## src/rtl/rx_pkg.sv

```systemverilog
// Shared types and helpers for the channel receiver: FSM encoding, accumulator
// width and the SPS-scaled slicer threshold computation.
package rx_pkg;

   localparam int ACC_W = 20;

   typedef enum logic [1:0] {
      IDLE   = 2'd0,
      INTEG  = 2'd1,
      DECIDE = 2'd2
   } state_t;

   // Threshold at (halves*LEVEL/2)*SPS, so slicing a window sum needs no divider.
   function automatic logic signed [ACC_W-1:0] slice_thresh(input int level,
                                                             input int sps,
                                                             input int halves);
      int t;
      t = ((halves * level) / 2) * sps;
      return ACC_W'(t);
   endfunction

endpackage

```

## src/rtl/rx_sym_fifo.sv

```systemverilog
// Show-ahead symbol FIFO with extra-bit pointers; flags a push lost to a full
// buffer so the owner can count drops.
module rx_sym_fifo #(
   parameter int FIFO_DEPTH = 8,
   parameter int WIDTH      = 2
) (
   input  logic             clk,
   input  logic             reset,
   input  logic             push,
   input  logic [WIDTH-1:0] din,
   input  logic             pop,
   output logic [WIDTH-1:0] dout,
   output logic             empty,
   output logic             full,
   output logic             overflow
);

   localparam int AW = $clog2(FIFO_DEPTH);

   logic [WIDTH-1:0] mem [FIFO_DEPTH];
   logic [AW:0]      wr_ptr_reg;
   logic [AW:0]      rd_ptr_reg;
   logic             do_read;
   logic             do_write;

   assign empty = (wr_ptr_reg == rd_ptr_reg);
   assign full  = (wr_ptr_reg[AW] != rd_ptr_reg[AW]) &&
                  (wr_ptr_reg[AW-1:0] == rd_ptr_reg[AW-1:0]);

   // A read frees a slot in the same cycle, so a push while full still lands.
   assign do_read  = pop && !empty;
   assign do_write = push && (!full || do_read);
   assign overflow = push && full && !do_read;

   assign dout = empty ? '0 : mem[rd_ptr_reg[AW-1:0]];

   always_ff @(posedge clk) begin
      if (do_write) begin
         mem[wr_ptr_reg[AW-1:0]] <= din;
      end
   end

   always_ff @(posedge clk or posedge reset) begin
      if (reset) begin
         wr_ptr_reg <= '0;
         rd_ptr_reg <= '0;
      end else begin
         if (do_write) wr_ptr_reg <= wr_ptr_reg + 1'b1;
         if (do_read)  rd_ptr_reg <= rd_ptr_reg + 1'b1;
      end
   end

endmodule

```

## src/rtl/channel_receiver.sv

```systemverilog
// Integrate-and-dump receiver: sums SPS samples per symbol window, slices the
// sum into a 4-level symbol and buffers decided symbols in a FIFO.
module channel_receiver
   import rx_pkg::*;
#(
   parameter int SPS        = 60,
   parameter int LEVEL      = 600,
   parameter int FIFO_DEPTH = 8
) (
   input  logic              clk,
   input  logic              reset,
   input  logic              rx_valid,
   input  logic signed [13:0] rx_in,
   input  logic              rd_en,
   output logic signed [1:0] rd_data,
   output logic              fifo_empty,
   output logic              fifo_full,
   output logic              sym_valid,
   output logic              frame_err,
   output logic [7:0]        drop_cnt
);

   localparam logic signed [ACC_W-1:0] THR_M2 = slice_thresh(LEVEL, SPS, -3);
   localparam logic signed [ACC_W-1:0] THR_M1 = slice_thresh(LEVEL, SPS, -1);
   localparam logic signed [ACC_W-1:0] THR_P1 = slice_thresh(LEVEL, SPS, 1);

   state_t                  state_reg, state_next;
   logic signed [ACC_W-1:0] acc_reg, acc_next;
   logic [6:0]              cnt_reg, cnt_next;
   logic                    frame_err_reg, frame_err_next;
   logic [7:0]              drop_cnt_reg;
   logic signed [ACC_W-1:0] rx_ext;
   logic                    push;
   logic [1:0]              symbol;
   logic [1:0]              fifo_dout;
   logic                    overflow;

   assign rx_ext = {{(ACC_W-14){rx_in[13]}}, rx_in};

   always_ff @(posedge clk or posedge reset) begin
      if (reset) begin
         state_reg     <= IDLE;
         acc_reg       <= '0;
         cnt_reg       <= '0;
         frame_err_reg <= 1'b0;
      end else begin
         state_reg     <= state_next;
         acc_reg       <= acc_next;
         cnt_reg       <= cnt_next;
         frame_err_reg <= frame_err_next;
      end
   end

   always_comb begin
      state_next     = state_reg;
      acc_next       = acc_reg;
      cnt_next       = cnt_reg;
      frame_err_next = 1'b0;
      push           = 1'b0;
      case (state_reg)
         IDLE: begin
            if (rx_valid) begin
               acc_next   = rx_ext;
               cnt_next   = 7'd1;
               state_next = INTEG;
            end
         end
         INTEG: begin
            if (rx_valid) begin
               acc_next = acc_reg + rx_ext;
               cnt_next = cnt_reg + 7'd1;
               if (cnt_reg + 7'd1 == 7'(SPS)) state_next = DECIDE;
            end else begin
               acc_next       = '0;
               cnt_next       = '0;
               frame_err_next = 1'b1;
               state_next     = IDLE;
            end
         end
         DECIDE: begin
            push = 1'b1;
            // The decision cycle's sample opens the next window, so bursts need no gap.
            if (rx_valid) begin
               acc_next   = rx_ext;
               cnt_next   = 7'd1;
               state_next = INTEG;
            end else begin
               acc_next   = '0;
               cnt_next   = '0;
               state_next = IDLE;
            end
         end
         default: state_next = IDLE;
      endcase
   end

   always_comb begin
      if (acc_reg < THR_M2)      symbol = 2'b10;
      else if (acc_reg < THR_M1) symbol = 2'b11;
      else if (acc_reg < THR_P1) symbol = 2'b00;
      else                       symbol = 2'b01;
   end

   rx_sym_fifo #(
      .FIFO_DEPTH(FIFO_DEPTH),
      .WIDTH     (2)
   ) u_fifo (
      .clk     (clk),
      .reset   (reset),
      .push    (push),
      .din     (symbol),
      .pop     (rd_en),
      .dout    (fifo_dout),
      .empty   (fifo_empty),
      .full    (fifo_full),
      .overflow(overflow)
   );

   always_ff @(posedge clk or posedge reset) begin
      if (reset) begin
         drop_cnt_reg <= '0;
      end else if (overflow && drop_cnt_reg != 8'hFF) begin
         drop_cnt_reg <= drop_cnt_reg + 8'd1;
      end
   end

   assign rd_data   = fifo_dout;
   assign sym_valid = (state_reg == DECIDE);
   assign frame_err = frame_err_reg;
   assign drop_cnt  = drop_cnt_reg;

endmodule

```

## config.mk

```make
export PLATFORM = sky130hd
export DESIGN_NAME = channel_receiver
export DESIGN_NICKNAME = d
export VERILOG_FILES = /design/src/rtl/rx_pkg.sv /design/src/rtl/rx_sym_fifo.sv /design/src/rtl/channel_receiver.sv
export SDC_FILE = /design/constraint.sdc
export NUM_CORES = 1
export LEC_CHECK = 0
export BUFFER_PORTS_ARGS = -buffer_cell sky130_fd_sc_hd__buf_2
export CORE_MARGIN = 10
export CORE_UTILIZATION = 30
export CTS_CLUSTER_SIZE = 20
export DETAILED_ROUTE_END_ITERATION = 12
export HOLD_SLACK_MARGIN = 0.08
export PLACE_DENSITY = 0.46
export SYNTH_ARGS = -nofsm -noshare
export SYNTH_HDL_FRONTEND = slang
export SYNTH_SLANG_ARGS = --single-unit
```

## constraint.sdc

```tcl
create_clock -name clk -period 3 [get_ports clk]
set_input_delay 0.6 -clock clk [delete_from_list [all_inputs] [get_ports clk]]
set_output_delay 0.6 -clock clk [all_outputs]
set_load 0.05 [all_outputs]
```

# Yosys cells after proc, flatten, opt, wreduce, memory -nomap -nowiden
# Memories as Yosys holds them, arrays and structs flattened.
# Cells that the tools add are included.
[op_classes]
addsub = 5
mux = 22
magnitude_cmp = 3
shift = 0
bitwise_logic = 0
div_mod_pow = 0
reduce_logical = 14
mul = 0
eq_ne = 9
[ops]
columns = ["op", "n"]
rows = [
  ["$mux 20", 3],
  ["$pmux 20 s3", 1],
  ["$lt 20x16->1 const B", 2],
  ["$pmux 7 s3", 1],
  ["$add 20x14->20", 1],
  ["$lt 20x17->1 const B", 1],
  ["$mux 7", 2],
  ["$mux 2", 6],
  ["$add 4x1->4 const B", 2],
  ["$add 8x1->8 const B", 1],
  ["$mux 1", 8],
  ["$ne 8x8->1 const B", 1],
  ["$add 7x1->7 const B", 1],
  ["$eq 7x6->1 const B", 1],
  ["$logic_and 1x1->1", 6],
  ["$pmux 2 s3", 1],
  ["$eq 4x4->1", 1],
  ["$reduce_and 2->1", 2],
  ["$eq 3x3->1", 1],
  ["$logic_not 1->1", 3],
  ["$ne 3x3->1 const B", 1],
  ["$reduce_bool 3->1", 1],
  ["$eq 2x1->1 const B", 1],
  ["$eq 2x2->1 const B", 1],
  ["other kinds (4)", 4],
]
[word_totals]
reg_bits = 46
mem_count = 1
elab_cells = 61
rom_bits = 0
input_bits = 18
mem_bits_rw = 16
out_inout_bits = 14
latchBits = 0
[mem_list]
columns = ["memory", "depth", "word_bits", "rd", "rd_clocked_by_memory_dff", "wr", "line", "source"]
rows = [
  ["u_fifo.mem", 8, 2, 1, 0, 1, "rx_sym_fifo.sv:20", "logic [WIDTH-1:0] mem [FIFO_DEPTH];"],
]

# Depth between registers and ports, before layout
# Gate-level depths: netlist of the first run.
[logic_depth]
ltp_word = 7
ltp_mapped = 12
ltp_nobuf = 12

# Cells and area by module
# A second synthesis of the first run with hierarchy kept.
[unflattened]
hier_cells = 414
hier_area_um2 = 4042.6
[modules_own_cells]
columns = ["mod", "n_inst", "cells_each", "area_each_um2", "seq_area_each_um2"]
rows = [
  ["channel_receiver", 1, 328, 2790.2, 950.9],
  ["rx_sym_fifo", 1, 86, 1252.5, 680.7],
]

# Least setup slack after synthesis of the first run
# OpenSTA, ideal clock, no wires.
[synth_timing]
path_type = "reg-to-output"
from = "register u_fifo.rd_ptr_reg[0]"
to = "output port rd_data[0]"
arrival_time_ps = 2239
path_slack_ps = 161
path_stages_with_launch = 6
n_path_buf = 1
required_time_ps = 2400
path_cell_list = "dfrtp_1 -> clkbuf_1 -> xnor2_1 -> nand3_1 -> nor2b_1 -> nor2_1"
[synth_via]
elab_chain_cells = 2
elab_cells_between_ends = 3
cone_classes = "eq/ne: 1; mux: 1; memory: 1"
[synth_lines]
columns = ["item", "line", "source"]
rows = [
  ["from (decl)", "rx_sym_fifo.sv:22", "logic [AW:0] rd_ptr_reg;"],
  ["from (signal assigned)", "rx_sym_fifo.sv:49", "if (do_read) rd_ptr_reg <= rd_ptr_reg + 1'b1;"],
  ["$eq 4x4->1", "rx_sym_fifo.sv:26", "assign empty = (wr_ptr_reg == rd_ptr_reg);"],
  ["named net fifo_empty", "channel_receiver.sv:16", "output logic fifo_empty,"],
  ["$mux 2", "rx_sym_fifo.sv:35", "assign dout = empty ? '0 : mem[rd_ptr_reg[AW-1:0]];"],
  ["to (decl)", "channel_receiver.sv:15", "output logic signed [1:0] rd_data,"],
]
# The timed path passes the listed nets, and every way through them passes these cells.

# Final worst setup path of the first run
[layout_timing]
from = "register acc_reg[5]"
to = "register acc_reg[19]"
[layout_via]
elab_chain_cells = 3
[layout_lines]
columns = ["item", "line", "source"]
rows = [
  ["from (decl)", "channel_receiver.sv:28", "logic signed [ACC_W-1:0] acc_reg, acc_next;"],
  ["from (signal assigned)", "channel_receiver.sv:48", "acc_reg <= acc_next;"],
  ["$add 20x14->20", "channel_receiver.sv:70", "acc_next = acc_reg + rx_ext;"],
  ["$mux 20", "channel_receiver.sv:69", "if (rx_valid) begin"],
  ["$pmux 20 s3", "channel_receiver.sv:60", "case (state_reg)"],
]
# Every way passes these cells.
# A chain may end at the register's enable or synchronous reset.

==> impl_results.md, run 1 <==
- Status: finished clean
- P_leak: 2.05 nW
- Via count: 3038
- Pre-antenna DRT Iters: 4
- Req. time, crit path: 3200 ps
- Initial Util: 0.305
- Nets: 491
- Die ar.: 0.0178 mm^2
- Pwr Total: 4.45 mW
- CP arrival: 2910 ps
- Most numerous cell in the Yosys netlist: nor2_1
- R2R Path End: acc_reg[19]$_DFFE_PP0P_
- Routed WL: 9280 um
- R2R depth: 10
- Rows: 41
- Grt ovf: 0
- Final antenna-violating net count: 0
- Crit end category: register
- Pre-CTS WS: -3.22 ps
- Critical path class: register to register
- Setup crit start kind: register
- Core ar.: 0.0126 mm^2
- DR iter-0 viols: 97
- CP max FO: 6
- Largest register FFs: 20
- Clk sinks: 62
- Final worst slack: 294 ps
- Hold-fix buffers, CTS: 0
- Clock Skews: 4.68 ps
- Reg2reg setup slack: 290 ps
- FF+latch count, synth: 62
- Fillers: 1336
- Final Hold Fails: 0
- Mapped Cells: 400
- Leading area contributor after synthesis: dfrtp_1
- Die W: 133 um
- Initial antenna violation count: 0
- Clock transition at the registers of the reported paths: 60 ps
- Simple-gate area share of the yosys netlist: 0.173
- Worst Hold Margin: 285 ps
- Layout Area Growth over Synthesis: 19.1%
- Vias in the first global route: 3120
- Maximum clock frequency: 370 MHz
- DRC errors left: 0
- Seq/Total Area, Yosys: 0.424
- Diode count: 0
- TritonCTS Buffers: 9
- Vias/cell: 4.88
- Post-synth EDFFs: 16
- Gr usage total: 0.108
- # IOs: 32
- Compound-Gate Fraction of Synth Area: 0.175
- Top FF cell, synth: dfrtp_1
- H-tree levels: 3
- Post-Syn Area per Cell: 9.62 um^2
- Post-synthesis mux area share: 0.0396
- Fin crit share: 0.902
- Post-Synth Adder-Cell Area: 0.0929
- Actual slew at the worst max-slew pin: 689 ps
- Max Cap Viol: 0
- Synth top area share: 0.299
- CTS resizes: 0
- DR WL/cell: 14.9 um
- CTS Root Cell: clkbuf_16
- Fraction of registers with async set/reset: 0.742
- Synth cell count leaders: nor2_1, dfrtp_1, nand2_1
- Layout cells sized above 1: 0.167
- Clk Latency, worst-skew pair: 330 ps
- Pin count of the biggest net entering global routing: 25
- Main combinational cell family by area after synthesis: compound AO/OA/AOI/OAI gates
- Post-DP HPWL: 6780 um
- Synth area leaders: dfrtp_1, edfxtp_1, ha_1
- RSZ-0062 raised after global routing: false
- Clock Path Buffers: 2
- Final worst path period need: 2710 ps
- Post-Syn Nets: 446
- First-pass GRT wire length: 15800 um
- TritonCTS clock tree: done
- PD cells: 971 mW/mm^2
- # setup viols final: 0
- Post-CTS Setup Inserts: 0
- Synthesized-area fraction occupied by xor and xnor cells: 0.0728
- Setup total negative slack: 0 ps
- Reg2reg start: acc_reg[5]$_DFFE_PP0P_
- Die height: 133 um
- Worst slew margin: 0.539
- Synth Cell Area: 0.00385 mm^2
- Placer Congestion: 0.778
- Worst Hold Class: input port to async pin
- Port Buffers: 31
- Fin. max-slew vios: 0
- Post-synth cell types: 54
- Synth warnings: 0
- VDD IR-drop max: 0.444 mV
==> how the worst max path moves through the flow <==
stage / from / end / slack, ps
final: acc_reg[5]$_DFFE_PP0P_ / acc_reg[19]$_DFFE_PP0P_ / 290
after global routing: acc_reg[0]$_DFFE_PP0P_ / acc_reg[18]$_DFFE_PP0P_ / 130
after CTS: acc_reg[5]$_DFFE_PP0P_ / acc_reg[19]$_DFFE_PP0P_ / 300
after detailed placement: rx_in[0] / acc_reg[18]$_DFFE_PP0P_ / -3
after global placement: rx_in[2] / acc_reg[19]$_DFFE_PP0P_ / 30
after floorplan: u_fifo.rd_ptr_reg[0]$_DFFE_PP0P_ / rd_data[0] / 160
==> critical path, cell delays in order, from the launching register on <==
cell,delay (ps)
dfrtp_1,430
ha_1,380
and4_1,180
a21o_1,190
o2111ai_2,210
a21boi_2,90
o41a_1,430
a41oi_2,220
xnor2_1,160
mux2i_1,210
o21ai_1,70
==> cell families (layout without fill, tap and decap cells) <==
family                     Yosys count  in the layout
muxes                               10             10
DFF                                 62             62
buffers and inverters               24             74
and+or+nand+nor                    146            146
AOI/OAI and AO/OA                   98             98
xor gates and xnor gates            32             32
adders and majority gates           28             28
==> cell type report <==
type	count	area, um^2	share of cell area
Clock buffer	10	229	0.0499
Clock inverter	6	62.6	0.0136
Inverter	11	41.3	0.00900
Multi-Input combinational cell	314	2130	0.465
Sequential cell	62	1630	0.356
Tap cell	172	215	0.0469
Timing Repair Buffer	47	275	0.0600
==> placed cells by master, fill, tap and decap left out, drive strengths merged, types with 3 or more instances in the layout <==
cell type  instances
mux2i              4
a31oi              4
nand3             11
o21ai             22
xor2              10
and4               3
o2111ai            3
o21a               4
and3               7
buf               47
a21o              11
edfxtp            16
inv               11
a221oi             8
nand2b             8
clkinvlp           3
ha                27
nand2             43
a21oi             25
clkbuf            10
mux4               4
dfrtp             46
nor3               5
nor2              52
nor2b              7
nand4              5
xnor2             22
==> metal layers <==
metal  routed length, um  share of wire  track usage
met1                4420           0.48        0.135
met2                4340           0.47        0.175
met3                 367          0.040       0.0282
met4                 148          0.016       0.0417
met5                   0              0            0
==> through the flow <==
stage	std cells	cell area, um^2	util
5_1_grt	622	4590	0.363
3_5_place_dp	606	4300	0.340
4_1_cts	622	4590	0.363
6_report	622	4590	0.363
3_3_place_gp	606	4300	0.340
2_1_floorplan	400	3850	-
==> where the power goes <==
| part | switching, mW | leakage (nW) | internal, mW |
|---|---|---|---|
| Sequential | 0.254 | 0.734 | 1.09 |
| Clock | 0.388 | 0.134 | 0.639 |
| Combinational | 1.16 | 1.18 | 0.922 |
| Total | 1.80 | 2.05 | 2.65 |
No activity file was read; power rests on OpenSTA's default activity.
==> inputs of run 2 (changes only) <==
--- a/config.mk
+++ b/config.mk
@@ -12,6 +12,7 @@
 export DETAILED_ROUTE_END_ITERATION = 12
 export HOLD_SLACK_MARGIN = 0.08
 export PLACE_DENSITY = 0.46
+export SKIP_CTS_REPAIR_TIMING = 1
 export SYNTH_ARGS = -nofsm -noshare
 export SYNTH_HDL_FRONTEND = slang
 export SYNTH_SLANG_ARGS = --single-unit
==> constraint.sdc (replaced) <==
create_clock -name clk -period 2.62 [get_ports clk]
set_input_delay 0.524 -clock clk [delete_from_list [all_inputs] [get_ports clk]]
set_output_delay 0.524 -clock clk [all_outputs]
set_load 0.05 [all_outputs]
==> impl_results.md, run 2 (synthesized netlist as in run 1, its figures left out) <==
- # setup viols final: 0
- Layout cells sized above 1: 0.226
- Met2 WL: 4090 um
- P_leak: 2.16 nW
- Maximum clock frequency: 392 MHz
- Initial Util: 0.305
- Post-layout util: 0.384
- Initial antenna violation count: 0
- Clock Path Buffers: 2
- DR WL/cell: 14.2 um
- Layout Area Growth over Synthesis: 25.8%
- First-pass GRT wire length: 15400 um
- Core ar.: 0.0126 mm^2
- Commonest cells after routing, fill and taps aside: nor2_1, dfrtp_1, nand2_1
- CTS Root Cell: clkbuf_16
- Fillers: 1303
- Most common cell after layout, fill and taps aside: nor2_1
- Clk sinks: 62
- PD cells: 1110 mW/mm^2
- Fin cells: 642
- CP Buf/Inv Count: 2
- Via count: 3039
- Req. time, crit path: 2880 ps
- Critical path class: register to register
- Cells after DPL: 623
- Gr usage total: 0.106
- DR iter-0 viols: 136
- Final worst path period need: 2550 ps
- RSZ-0062 raised after global routing: true
- Placer Congestion: 0.808
- Rows: 41
- Die ar.: 0.0178 mm^2
- Actual slew at the worst max-slew pin: 640 ps
- Vias in the first global route: 3143
- Clock transition at the registers of the reported paths: 50 ps
- Die height: 133 um
- Largest stage delay, worst path: 360 ps
- Diode count: 0
- Final worst slack: 68.9 ps
- Fin crit share: 0.974
- Grt ovf: 0
- Setup crit start kind: register
- DR WL met3: 330 um
- Worst-path cell chain: ha_2 > inv_2 > fa_2 > nor2b_1 > o21ai_1 > a211o_1 > a31oi_4 > buf_4 > a211oi_2 > o31ai_2 > xor2_1 > a21oi_1 > nor2_1
- Die W: 133 um
- Setup total negative slack: 0 ps
- Post-DP HPWL: 6830 um
- Pre-antenna DRT Iters: 4
- Clk Latency, worst-skew pair: 330 ps
- TritonCTS Buffers: 9
- DRC errors left: 0
- CP arrival: 2810 ps
- Final instance area: 0.00484 mm^2
- Delay-heaviest family, CP: compound AO/OA/AOI/OAI gates
- CP max FO: 3
- Pre-CTS WS: -206 ps
- Largest register FFs: 20
- Slowest CP cell: dfrtp_1
- Fin. max-slew vios: 0
- Status: finished clean
- Storage cell area: 0.00163 mm^2
- VDD IR-drop max: 0.499 mV
- Worst slew margin: 0.572
- Pin count of the biggest net entering global routing: 20
- Final antenna-violating net count: 0
- Routed WL: 9100 um
- Max Cap Viol: 0
- DR top layer: met4
- Area of the multi-input gates: 0.00223 mm^2
- Nets: 511
- # IOs: 32
- Worst Hold Class: input port to async pin
- Final Hold Fails: 0
- DP Area: 0.00446 mm^2
- Clock Skews: 3.86 ps
- Vias/cell: 4.73
- Crit end category: register
- TritonCTS clock tree: done
- Port Buffers: 31
- H-tree levels: 3
- Met1 wire length: 4530 um
## run 2: cell count changes in the layout (fill, tap and decap cells not counted), sizes merged
cell	delta
buf	+20
clkinvlp	-2
clkbuf	+1
clkinv	+1
## run 2: area by class of cell
class                           instances  share of cell area
Clock inverter                          5              0.0106
Inverter                               11             0.00852
Clock buffer                           11              0.0480
Timing Repair Buffer                   67              0.0904
Tap cell                              172              0.0444
Multi-Input combinational cell        314               0.461
Sequential cell                        62               0.337
## run 2: power breakdown
part / internal, mW / switching, mW / leakage (nW)
sequential: 1.25 / 0.285 / 0.734
combinational: 1.29 / 1.43 / 1.29
clock: 0.729 / 0.413 / 0.137
## run 2: final timing paths
kind	slack, ps	cells past startpoint	to	start
max in group asynchronous	1910	3	acc_reg[19]$_DFFE_PP0P_	reset
min in group clk	450	2	frame_err$_DFF_PP0_	rx_valid
max reg2reg	70	13	acc_reg[16]$_DFFE_PP0P_	acc_reg[0]$_DFFE_PP0P_
min	140	2	drop_cnt[6]$_DFFE_PP0P_	reset
max	70	13	acc_reg[16]$_DFFE_PP0P_	acc_reg[0]$_DFFE_PP0P_
min reg2reg	490	1	cnt_reg[6]$_DFFE_PP0P_	cnt_reg[6]$_DFFE_PP0P_
## run 2: worst reg2reg max path: stages, from the launching register on
cell and delay [ps]:
dfrtp_1 360, ha_2 190, inv_2 40, fa_2 330, nor2b_1 120, o21ai_1 90
a211o_1 340, a31oi_4 240, buf_4 150, a211oi_2 70, o31ai_2 210, xor2_1 180
a21oi_1 80, nor2_1 80
## run 2: per-stage QoR
stage,power [mW],hold WS [ps]
floorplan,3.31,448
global placement,4.12,467
detailed placement,4.11,482
CTS,5.29,152
global route,5.83,165
finish,5.40,140
## run 2: layer usage
metal,vias to the layer above,GRT usage
li1,1586,-
met1,1404,0.135
met2,39,0.169
met3,10,0.0289
met4,0,0.0363
met5,-,0
